`src/rtl/m68k_bus_bridge.sv`:
```
// 68000 bus to single-outstanding req/ack memory port bridge, sampled in the clk domain.
// Handles autovectored IACK, bus-error timeout, DMA hold-off and abort/drain of a pending request.
module m68k_bus_bridge #(
    parameter int ADDR_W  = 24,
    parameter int TIMEOUT = 255,
    parameter bit AUTOVEC = 1'b1
) (
    input  logic              clk,
    input  logic              reset,
    input  logic              dma_hold,
    input  logic              cpu_as_n,
    input  logic              cpu_uds_n,
    input  logic              cpu_lds_n,
    input  logic              cpu_rw_n,
    input  logic [2:0]        cpu_fc,
    input  logic [ADDR_W-2:0] cpu_addr,
    input  logic [15:0]       cpu_dout,
    output logic [15:0]       cpu_din,
    output logic              cpu_dtack_n,
    output logic              cpu_vpa_n,
    output logic              cpu_berr_n,
    output logic              mem_req,
    output logic              mem_we,
    output logic [1:0]        mem_be,
    output logic [ADDR_W-2:0] mem_addr,
    output logic [15:0]       mem_wdata,
    input  logic              mem_ack,
    input  logic              mem_err,
    input  logic [15:0]       mem_rdata
);

    localparam int CW = (TIMEOUT > 0) ? $clog2(TIMEOUT + 1) : 1;
    localparam logic [CW-1:0] LAST_CNT = (TIMEOUT > 0) ? CW'(TIMEOUT - 1) : '0;

    typedef enum logic [2:0] {
        S_IDLE,
        S_REQ,
        S_DONE,
        S_BERR,
        S_IACK,
        S_DRAIN
    } state_t;

    state_t             r_state;
    logic [CW-1:0]      r_cnt;
    logic [15:0]        r_din;
    logic               r_dtack_n;
    logic               r_vpa_n;
    logic               r_berr_n;
    logic               r_req;
    logic               r_we;
    logic [1:0]         r_be;
    logic [ADDR_W-2:0]  r_addr;
    logic [15:0]        r_wdata;

    logic w_start;
    logic w_iack;
    logic w_timeout;

    assign w_start   = ~cpu_as_n & (~cpu_uds_n | ~cpu_lds_n) & ~dma_hold;
    assign w_iack    = (cpu_fc == 3'b111) && AUTOVEC;
    assign w_timeout = (TIMEOUT != 0) && (r_cnt == LAST_CNT);

    always_ff @(posedge clk) begin
        if (reset) begin
            r_state   <= S_IDLE;
            r_cnt     <= '0;
            r_din     <= '0;
            r_dtack_n <= 1'b1;
            r_vpa_n   <= 1'b1;
            r_berr_n  <= 1'b1;
            r_req     <= 1'b0;
            r_we      <= 1'b0;
            r_be      <= '0;
            r_addr    <= '0;
            r_wdata   <= '0;
        end else begin
            case (r_state)
                S_IDLE: begin
                    if (w_start) begin
                        if (w_iack) begin
                            r_vpa_n <= 1'b0;
                            r_state <= S_IACK;
                        end else begin
                            r_addr  <= cpu_addr;
                            r_we    <= ~cpu_rw_n;
                            r_be    <= ~{cpu_uds_n, cpu_lds_n};
                            r_wdata <= cpu_dout;
                            r_req   <= 1'b1;
                            r_cnt   <= '0;
                            r_state <= S_REQ;
                        end
                    end
                end
                S_REQ: begin
                    // error outranks ack, and a completion outranks a CPU abort
                    if (mem_err) begin
                        r_req    <= 1'b0;
                        r_berr_n <= 1'b0;
                        r_state  <= S_BERR;
                    end else if (mem_ack) begin
                        r_req     <= 1'b0;
                        r_dtack_n <= 1'b0;
                        if (!r_we) begin
                            r_din <= mem_rdata;
                        end
                        r_state <= S_DONE;
                    end else if (cpu_as_n) begin
                        r_state <= S_DRAIN;
                    end else if (w_timeout) begin
                        r_req    <= 1'b0;
                        r_berr_n <= 1'b0;
                        r_state  <= S_BERR;
                    end else begin
                        r_cnt <= r_cnt + 1'b1;
                    end
                end
                S_DONE: begin
                    if (cpu_as_n) begin
                        r_dtack_n <= 1'b1;
                        r_state   <= S_IDLE;
                    end
                end
                S_BERR: begin
                    if (cpu_as_n) begin
                        r_berr_n <= 1'b1;
                        r_state  <= S_IDLE;
                    end
                end
                S_IACK: begin
                    if (cpu_as_n) begin
                        r_vpa_n <= 1'b1;
                        r_state <= S_IDLE;
                    end
                end
                S_DRAIN: begin
                    // memory still owes a completion; swallow it silently
                    if (mem_ack || mem_err) begin
                        r_req   <= 1'b0;
                        r_state <= S_IDLE;
                    end
                end
                default: begin
                    r_state <= S_IDLE;
                end
            endcase
        end
    end

    assign cpu_din     = r_din;
    assign cpu_dtack_n = r_dtack_n;
    assign cpu_vpa_n   = r_vpa_n;
    assign cpu_berr_n  = r_berr_n;
    assign mem_req     = r_req;
    assign mem_we      = r_we;
    assign mem_be      = r_be;
    assign mem_addr    = r_addr;
    assign mem_wdata   = r_wdata;

endmodule

```
`config.mk`:
```
export PLATFORM = sky130hd
export DESIGN_NAME = m68k_bus_bridge
export DESIGN_NICKNAME = d
export VERILOG_FILES = /design/src/rtl/m68k_bus_bridge.sv
export SDC_FILE = /design/constraint.sdc
export NUM_CORES = 1
export LEC_CHECK = 0
export BUFFER_PORTS_ARGS = -buffer_cell sky130_fd_sc_hd__buf_2
export CORE_AREA = 2 2 115 117
export DETAILED_ROUTE_END_ITERATION = 6
export DIE_AREA = 0 0 117 119
export GPL_ROUTABILITY_DRIVEN = 0
export HOLD_SLACK_MARGIN = 0.05
export MAX_ROUTING_LAYER = met4
export PLACE_DENSITY = 0.41
export SYNTH_ARGS = -nofsm -noshare
export SYNTH_HDL_FRONTEND = slang
export SYNTH_SLANG_ARGS = --single-unit
```
`constraint.sdc`:
```
create_clock -name clk -period 4.7 [get_ports clk]
set_input_delay 0.705 -clock clk [delete_from_list [all_inputs] [get_ports clk]]
set_output_delay 0.705 -clock clk [all_outputs]
set_load 0.005 [all_outputs]
```
* Word level (Yosys, flattened, before mapping) *
Index checks and enable logic that the tools add are counted.

operators by class
  equality and inequality tests = 26
  reduce and logical (&&, ||, !) cells = 16
  bitwise operators = 12
  muxes and demuxes = 34
  $add $sub $neg = 1

operators with widths
  kind                   number
  $mux W8                6
  $mux W3                8
  $ne A2 B2 Y1 const B   12
  $pmux W8 S2            1
  $reduce_and A4 Y1      4
  $mux W1                14
  $pmux W3 S4            1
  $eq A3 B3 Y1 const B   3
  $ne A3 B3 Y1 const B   3
  $add A8 B1 Y8 const B  1
  $eq A8 B8 Y1 const B   1
  $ne A4 B4 Y1 const B   2
  $not A1 Y1             8
  $reduce_bool A2 Y1     4
  $reduce_and A7 Y1      1
  $eq A3 B2 Y1 const B   2
  $pmux W1 S2            3
  $reduce_and A6 Y1      1
  $ne A5 B5 Y1 const B   1
  $reduce_and A5 Y1      1
  $eq A3 B1 Y1 const B   1
  $logic_not A3 Y1       1
  $pmux W1 S3            1
  $reduce_and A3 Y1      1
  7 further kinds        8

word-level totals
  logic and storage cells = 100
  output and inout port bits = 62
  input bits = 67
  register bits after elaboration = 73

* Depth between registers and ports, before layout *
Gate-level depths: netlist (run 1).

  depth in word-level cells = 6
  mapped depth = 8
  mapped depth without buffers = 6

* Least setup slack after synthesis (run 1) *
No wires, ideal clock.

  path type = input port to flip-flop
  from = in mem_err
  to = reg r_cnt[3]
  library setup time = 0.071 ns
  data arrival time = 2.011 ns
  data required time = 4.629 ns
  buffers on the path = 1
  cell stages on the path = 5
  setup slack = 2.618 ns
  path through = or2_2 -> a2111o_1 -> buf_6 -> or3_1 -> a21oi_1

on the way
  longest elaborated chain between the ends = 2

ends and longest elaborated chain
  element                      line  RTL
  from (decl)                  28    input logic mem_err,
  $ne A2 B2 Y1 (no line)       -
  $reduce_and A7 Y1 (no line)  -
  to (signal assigned)         115   r_cnt <= r_cnt + 1'b1;
  to (decl)                    45    logic [CW-1:0] r_cnt;

Every way passes these cells.
A chain may end at the register's enable or synchronous reset.

* Worst setup path in the final report (run 1) *
  from = reg r_state[0]
  to = reg r_din[3], in the netlist cpu_din[3]

on the way
  longest elaborated chain between the ends = 2

ends and longest elaborated chain
  element                      line  RTL
  from (decl)                  44    state_t r_state;
  from (signal assigned)       66    r_state <= S_IDLE;
  from (signal assigned)       83    r_state <= S_IACK;
  from (signal assigned)       91    r_state <= S_REQ;
  $eq A3 B1 Y1                 78    case (r_state)
  $reduce_and A4 Y1 (no line)  -
  to (signal assigned)         105   r_din <= mem_rdata;
  to (decl)                    46    logic [15:0] r_din;

Every way passes these cells.

==> results of run 1 <==
-- cell families (layout without fill, tap and decap cells) --
family / Yosys count / count (layout) / share of synthesized area (%)
multiplexers: 16 / 16 / 5.61
buffers and inverters: 27 / 150 / 4.20
flip-flops: 73 / 73 / 51.2
XOR/XNOR: 2 / 2 / 0.613
AND/OR/NAND/NOR: 138 / 138 / 21.1
AO/OA/AOI/OAI: 78 / 78 / 16.4
adder cells (fa/ha/maj): 2 / 2 / 0.876
-- layout by cell type (no fill, tap or decap), drive strengths merged, types with 2 or more instances in the layout --
cell,n
buf,131
nand2,84
dfxtp,73
a21oi,49
nor2,24
mux2i,16
clkbuf,10
or3,6
a211oi,6
inv,5
o21ai,4
and3,3
or4,3
a31oi,3
o31ai,3
nand3,3
bufinv,3
nor3,3
nand2b,2
or2,2
a2111o,2
nor2b,2
ha,2
or3b,2
-- metrics by stage --
step | std cells | power [mW] | utilization [%]
final | 635 | 1.80 | 31.0
after CTS | 635 | 1.83 | 31.0
after floorplan | 336 | 0.899 | -
after global routing | 635 | 1.90 | 31.0
after global placement | 619 | 1.01 | 28.3
after detailed placement | 619 | 1.01 | 28.3
-- final cells by class --
type | instances | area, um^2
fill | 1389 | 8890
multi-input combinational | 236 | 1280
tap | 176 | 220
sequential | 73 | 1460
inverter | 3 | 11.3
timing repair buffer | 131 | 663
clock buffer | 10 | 239
clock inverter | 6 | 113
-- flip-flops by register name, indices dropped and copies added (netlist names) --
signal       flops
mem_wdata       16
cpu_berr_n       1
r_state          3
mem_we           1
mem_be           2
r_cnt            8
cpu_din         16
mem_req          1
mem_addr        23
cpu_dtack_n      1
cpu_vpa_n        1
-- final timing paths --
| path | startpoint | endpoint | cells after the start |
|---|---|---|---|
| worst max-delay path | r_state[0] | cpu_din[3] | 4 |
| worst min-delay path | mem_wdata[13] | mem_wdata[13] | 2 |
| worst max register to register | r_state[0] | cpu_din[3] | 4 |
| worst min register to register | mem_wdata[13] | mem_wdata[13] | 2 |
-- metal layers --
metal  share of wire (%)  vias up
li1                    -     1394
met1                  47     1233
met2                  44       96
met3                 6.4       12
met4                 2.8        0
met5                   0        -
-- cell usage after synthesis, drive strengths merged (4+ instances only) --
master	n
or3	6
a21oi	49
dfxtp	73
nor2	24
a211oi	6
mux2i	16
buf	6
clkbuf	18
nand2	84
o21ai	4
-- power groups by stage --
stage	combinational, mW	clock [mW]	sequential (mW)
after floorplan	0.189	0	0.710
after global placement	0.286	0	0.721
after detailed placement	0.288	0	0.721
after CTS	0.288	0.837	0.708
after global routing	0.318	0.867	0.715
final	0.285	0.811	0.708
-- worst register-to-register path: stages, from the launching register on --
cell	delay (ps)
dfxtp_1	490
or3b_1	490
or3_1	840
mux2i_1	310
nor2_1	50
==> flow_summary.ini, run 1 <==
[pwr]
power.share.switching_pct = 26.3
p_sw_uw = 474
p_clk_share_pct = 45.0
p_leak_nw = 1.83
vdd_drop_max_v = 0.000168
p_int_mw = 1.33
p_seq_share_pct = 39.2
power.density_nw_per_um2 = 452
p_comb_share_pct = 15.8

[timing]
tns_ps = 0
fin_skew_ps = 5.58
final_max_slew_viol_count = 0
fin_crit_sh_pct = 49.6
tightest_slew_ps = 1100
hold_violations = 0
slew-limit-headroom_pct = 26.5
setup_viol = 0
timing.hold.ws_ps = 452
period_minus_slack_ps = 2330
rsz0062_at_grt = no
fmax_mhz = 429
finalWorstSetupSlack_ps = 2370

[finish]
n_antenna_cell = 0
nNetsFinal = 523
layout-drive-gt1-share_pct = 33.1
fin_area_um2 = 3990
synthToLayoutAreaGrowth_pct = 39.6

[synthesis]
yosysTopAreaCell = dfxtp_1
ys_seq_area_share_pct = 51.2
yosysUniqueCellTypes = 44
yosysWarnings = 0
synthArstFlopShare_pct = 0
synth_top_flop_cell = dfxtp_1
synthTopCellsByArea = dfxtp_1 (51%), nand2_1 (11%), a21oi_1 (8.6%)
synth_edf_count = 0
synth_cells = 336
synth_top_area_share_pct = 51.2
syn_area_um2 = 2860
ys_ff_latch = 73
synthesis.nets = 405
avgSynthCellArea_um2 = 8.50

[setup_path]
crit_family = simple AND/OR/NAND/NOR gates
critPathLaunchType = flop
rrSetupSlack_ps = 2370
worstSetupEndpointType = flop
cp_slowest_stage_delay_ps = 840
critPathKind = reg -> reg
cp_slowest_cell = or3_1
worstPathMaxFanout = 16
crit_arrival_ps = 2520
worstPathBufferInverterCount = 0
worstPathRequired_ps = 4890
cp_cell_sequence = or3b_1, or3_1, mux2i_1, nor2_1

[die]
num_io_pins = 129
dieArea_um2 = 13900
rows = 42
start_util_pct = 22.2
die_h_um = 119
die_w_um = 117
fp.coreArea_um2 = 12900

[clock_tree]
cts_hold_buf = 0
cts_resized = 0
post_cts_buffers = 0
cts_tree = built
ctsHtreeMaxLevel = 3
cts_sinks = 73
clk_pin_slew_worst_paths_ps = 60
cts_root_buf = clkbuf_16
cts_made_buffers = 9
worstSkewPairLatency_ps = 330
clk_path_buf_depth = 2

[detailed_routing]
drtAntennaViolNets = 0
drt_wl_total_um = 8250
avgRoutedWirePerCell_um = 13.0
drc = 0
viasPerCell = 4.31
drt_iter0_markers = 150
vias = 2735
dr.pass1.iters = 4

[global_route]
grt_pass1_wl_um = 12800
grt_busiest_layer = met2
grt_max_degree = 41
use_met1_pct = 15.4
grtUsageTotal_pct = 12.3
grt_util_met2_pct = 18.3
met3_usage_pct = 3.10
globalRouteOverflowTotal = 0
antenna_found_initial = 0
grt_pass1_vias = 2554

[placed_design]
placed_cell_area_um2 = 3640
portBuffers = 128
dp_slack_ps = 2010
hpwl_um = 5840

[status]
status = complete, no violations

[run]
maxCapViolCount = 0

[worst_hold_path]
hp-class = reg -> reg
(Power assumes the default switching activity.)
==> run 2: changes to the inputs <==
==> constraint.sdc (replaced) <==
create_clock -name clk -period 2.35 [get_ports clk]
set_input_delay 0.3525 -clock clk [delete_from_list [all_inputs] [get_ports clk]]
set_output_delay 0.3525 -clock clk [all_outputs]
set_load 0.005 [all_outputs]
==> flow_summary.ini, run 2 (synthesis gave the netlist of run 1 again) <==
[clock_tree]
cts_hold_buf = 0
cts_resized = 0
clk_pin_slew_worst_paths_ps = 60
cts_root_buf = clkbuf_16
cts_sinks = 73
post_cts_buffers = 0
cts_tree = built
clk_path_buf_depth = 2
cts_made_buffers = 9
ctsHtreeMaxLevel = 3
worstSkewPairLatency_ps = 340

[setup_path]
rrSetupSlack_ps = 170
cp_slowest_cell = a2111o_1
worstSetupEndpointType = flop
worstPathBufferInverterCount = 1
crit_arrival_ps = 2450
crit_family = simple AND/OR/NAND/NOR gates
worstPathRequired_ps = 2620
critPathLaunchType = flop
cp_cell_sequence = inv_1, ha_1, and3_1, a2111o_1, or4_1, a21oi_1
critPathKind = reg -> reg
worstPathMaxFanout = 12
cp_slowest_stage_delay_ps = 580

[finish]
nNetsFinal = 526
largest_reg_flops = 23
synthToLayoutAreaGrowth_pct = 40.6
layout-drive-gt1-share_pct = 33.2
final_common_cell = buf_2
fin_area_um2 = 4020
fillers = 1397
utilization_pct = 31.2
layout_common_cells = buf_2 (128), nand2_1 (84), dfxtp_1 (73), a21oi_1 (49), nor2_1 (24)
n_antenna_cell = 0

[pwr]
vdd_drop_max_v = 0.000302
finalPower_mw = 3.53
power.density_nw_per_um2 = 878
p_leak_nw = 1.84

[die]
rows = 42
start_util_pct = 22.2
die_w_um = 117
die_h_um = 119
dieArea_um2 = 13900
num_io_pins = 129
fp.coreArea_um2 = 12900

[timing]
fin_crit_sh_pct = 92.8
fin_skew_ps = 7.62
final_max_slew_viol_count = 0
rsz0062_at_grt = no
tns_ps = 0
setup_viol = 0
slew-limit-headroom_pct = 53.8
hold_violations = 0
period_minus_slack_ps = 2180
tightest_slew_ps = 675
fmax_mhz = 458

[run]
maxCapViolCount = 0

[placed_design]
placed_cell_area_um2 = 3680
portBuffers = 128
hpwl_um = 5720

[global_route]
globalRouteOverflowTotal = 0
antenna_found_initial = 0
grt_max_degree = 63
grtUsageTotal_pct = 12.4
grt_pass1_wl_um = 12800
grt_pass1_vias = 2547

[detailed_routing]
avgRoutedWirePerCell_um = 13.0
drtAntennaViolNets = 0
vias = 2731
drt_iter0_markers = 108
drc = 0
viasPerCell = 4.29
dr.pass1.iters = 4
drt_wl_total_um = 8260

[status]
status = complete, no violations

[worst_hold_path]
hp-class = in -> reg
## run 2: worst reg2reg max path: stages, from the launching register on
cell and delay [ps]:
dfxtp_1 370, inv_1 80, ha_1 200, and3_1 220, a2111o_1 580, or4_1 530, a21oi_1 150
## run 2: routing by layer
| layer | vias to the layer above | GRT usage [%] | wire [um] |
|---|---|---|---|
| li1 | 1393 | - | - |
| met1 | 1235 | 15.3 | 3760 |
| met2 | 90 | 18.5 | 3740 |
| met3 | 13 | 3.46 | 554 |
| met4 | 0 | 6.40 | 195 |
| met5 | - | - | 0 |
## run 2: layout make-up
cell class / instances / area, um^2 / share of cell area [%]
sequential: 73 / 1460 / 36.4
multi-input combinational: 236 / 1280 / 31.9
timing repair buffer: 134 / 711 / 17.7
clock buffer: 13 / 270 / 6.73
tap: 176 / 220 / 5.48
clock inverter: 2 / 60.1 / 1.50
inverter: 3 / 11.3 / 0.280
## run 2: worst paths after layout
check               startpoint            to  depth (start not counted)
setup reg to reg      r_cnt[0]      r_cnt[5]                          6
hold reg to reg   mem_wdata[7]  mem_wdata[7]                          2
setup / recovery      r_cnt[0]      r_cnt[5]                          6
hold / removal        cpu_rw_n        mem_we                          2
## run 2: where the power goes
part / leakage, nW / total (mW) / internal, mW / switching (mW)
combinational: 1.08 / 0.589 / 0.269 / 0.320
sequential: 0.592 / 1.41 / 1.34 / 0.0744
clock: 0.162 / 1.52 / 1.01 / 0.513
total: 1.84 / 3.53 / 2.62 / 0.907
## run 2: stage by stage
stage	hold WS, ps	worst slack, ps	instances
after floorplan	448	424	336
after global placement	439	237	622
after detailed placement	446	175	622
after CTS	182	172	637
after global routing	195	40.4	637
final	194	168	637
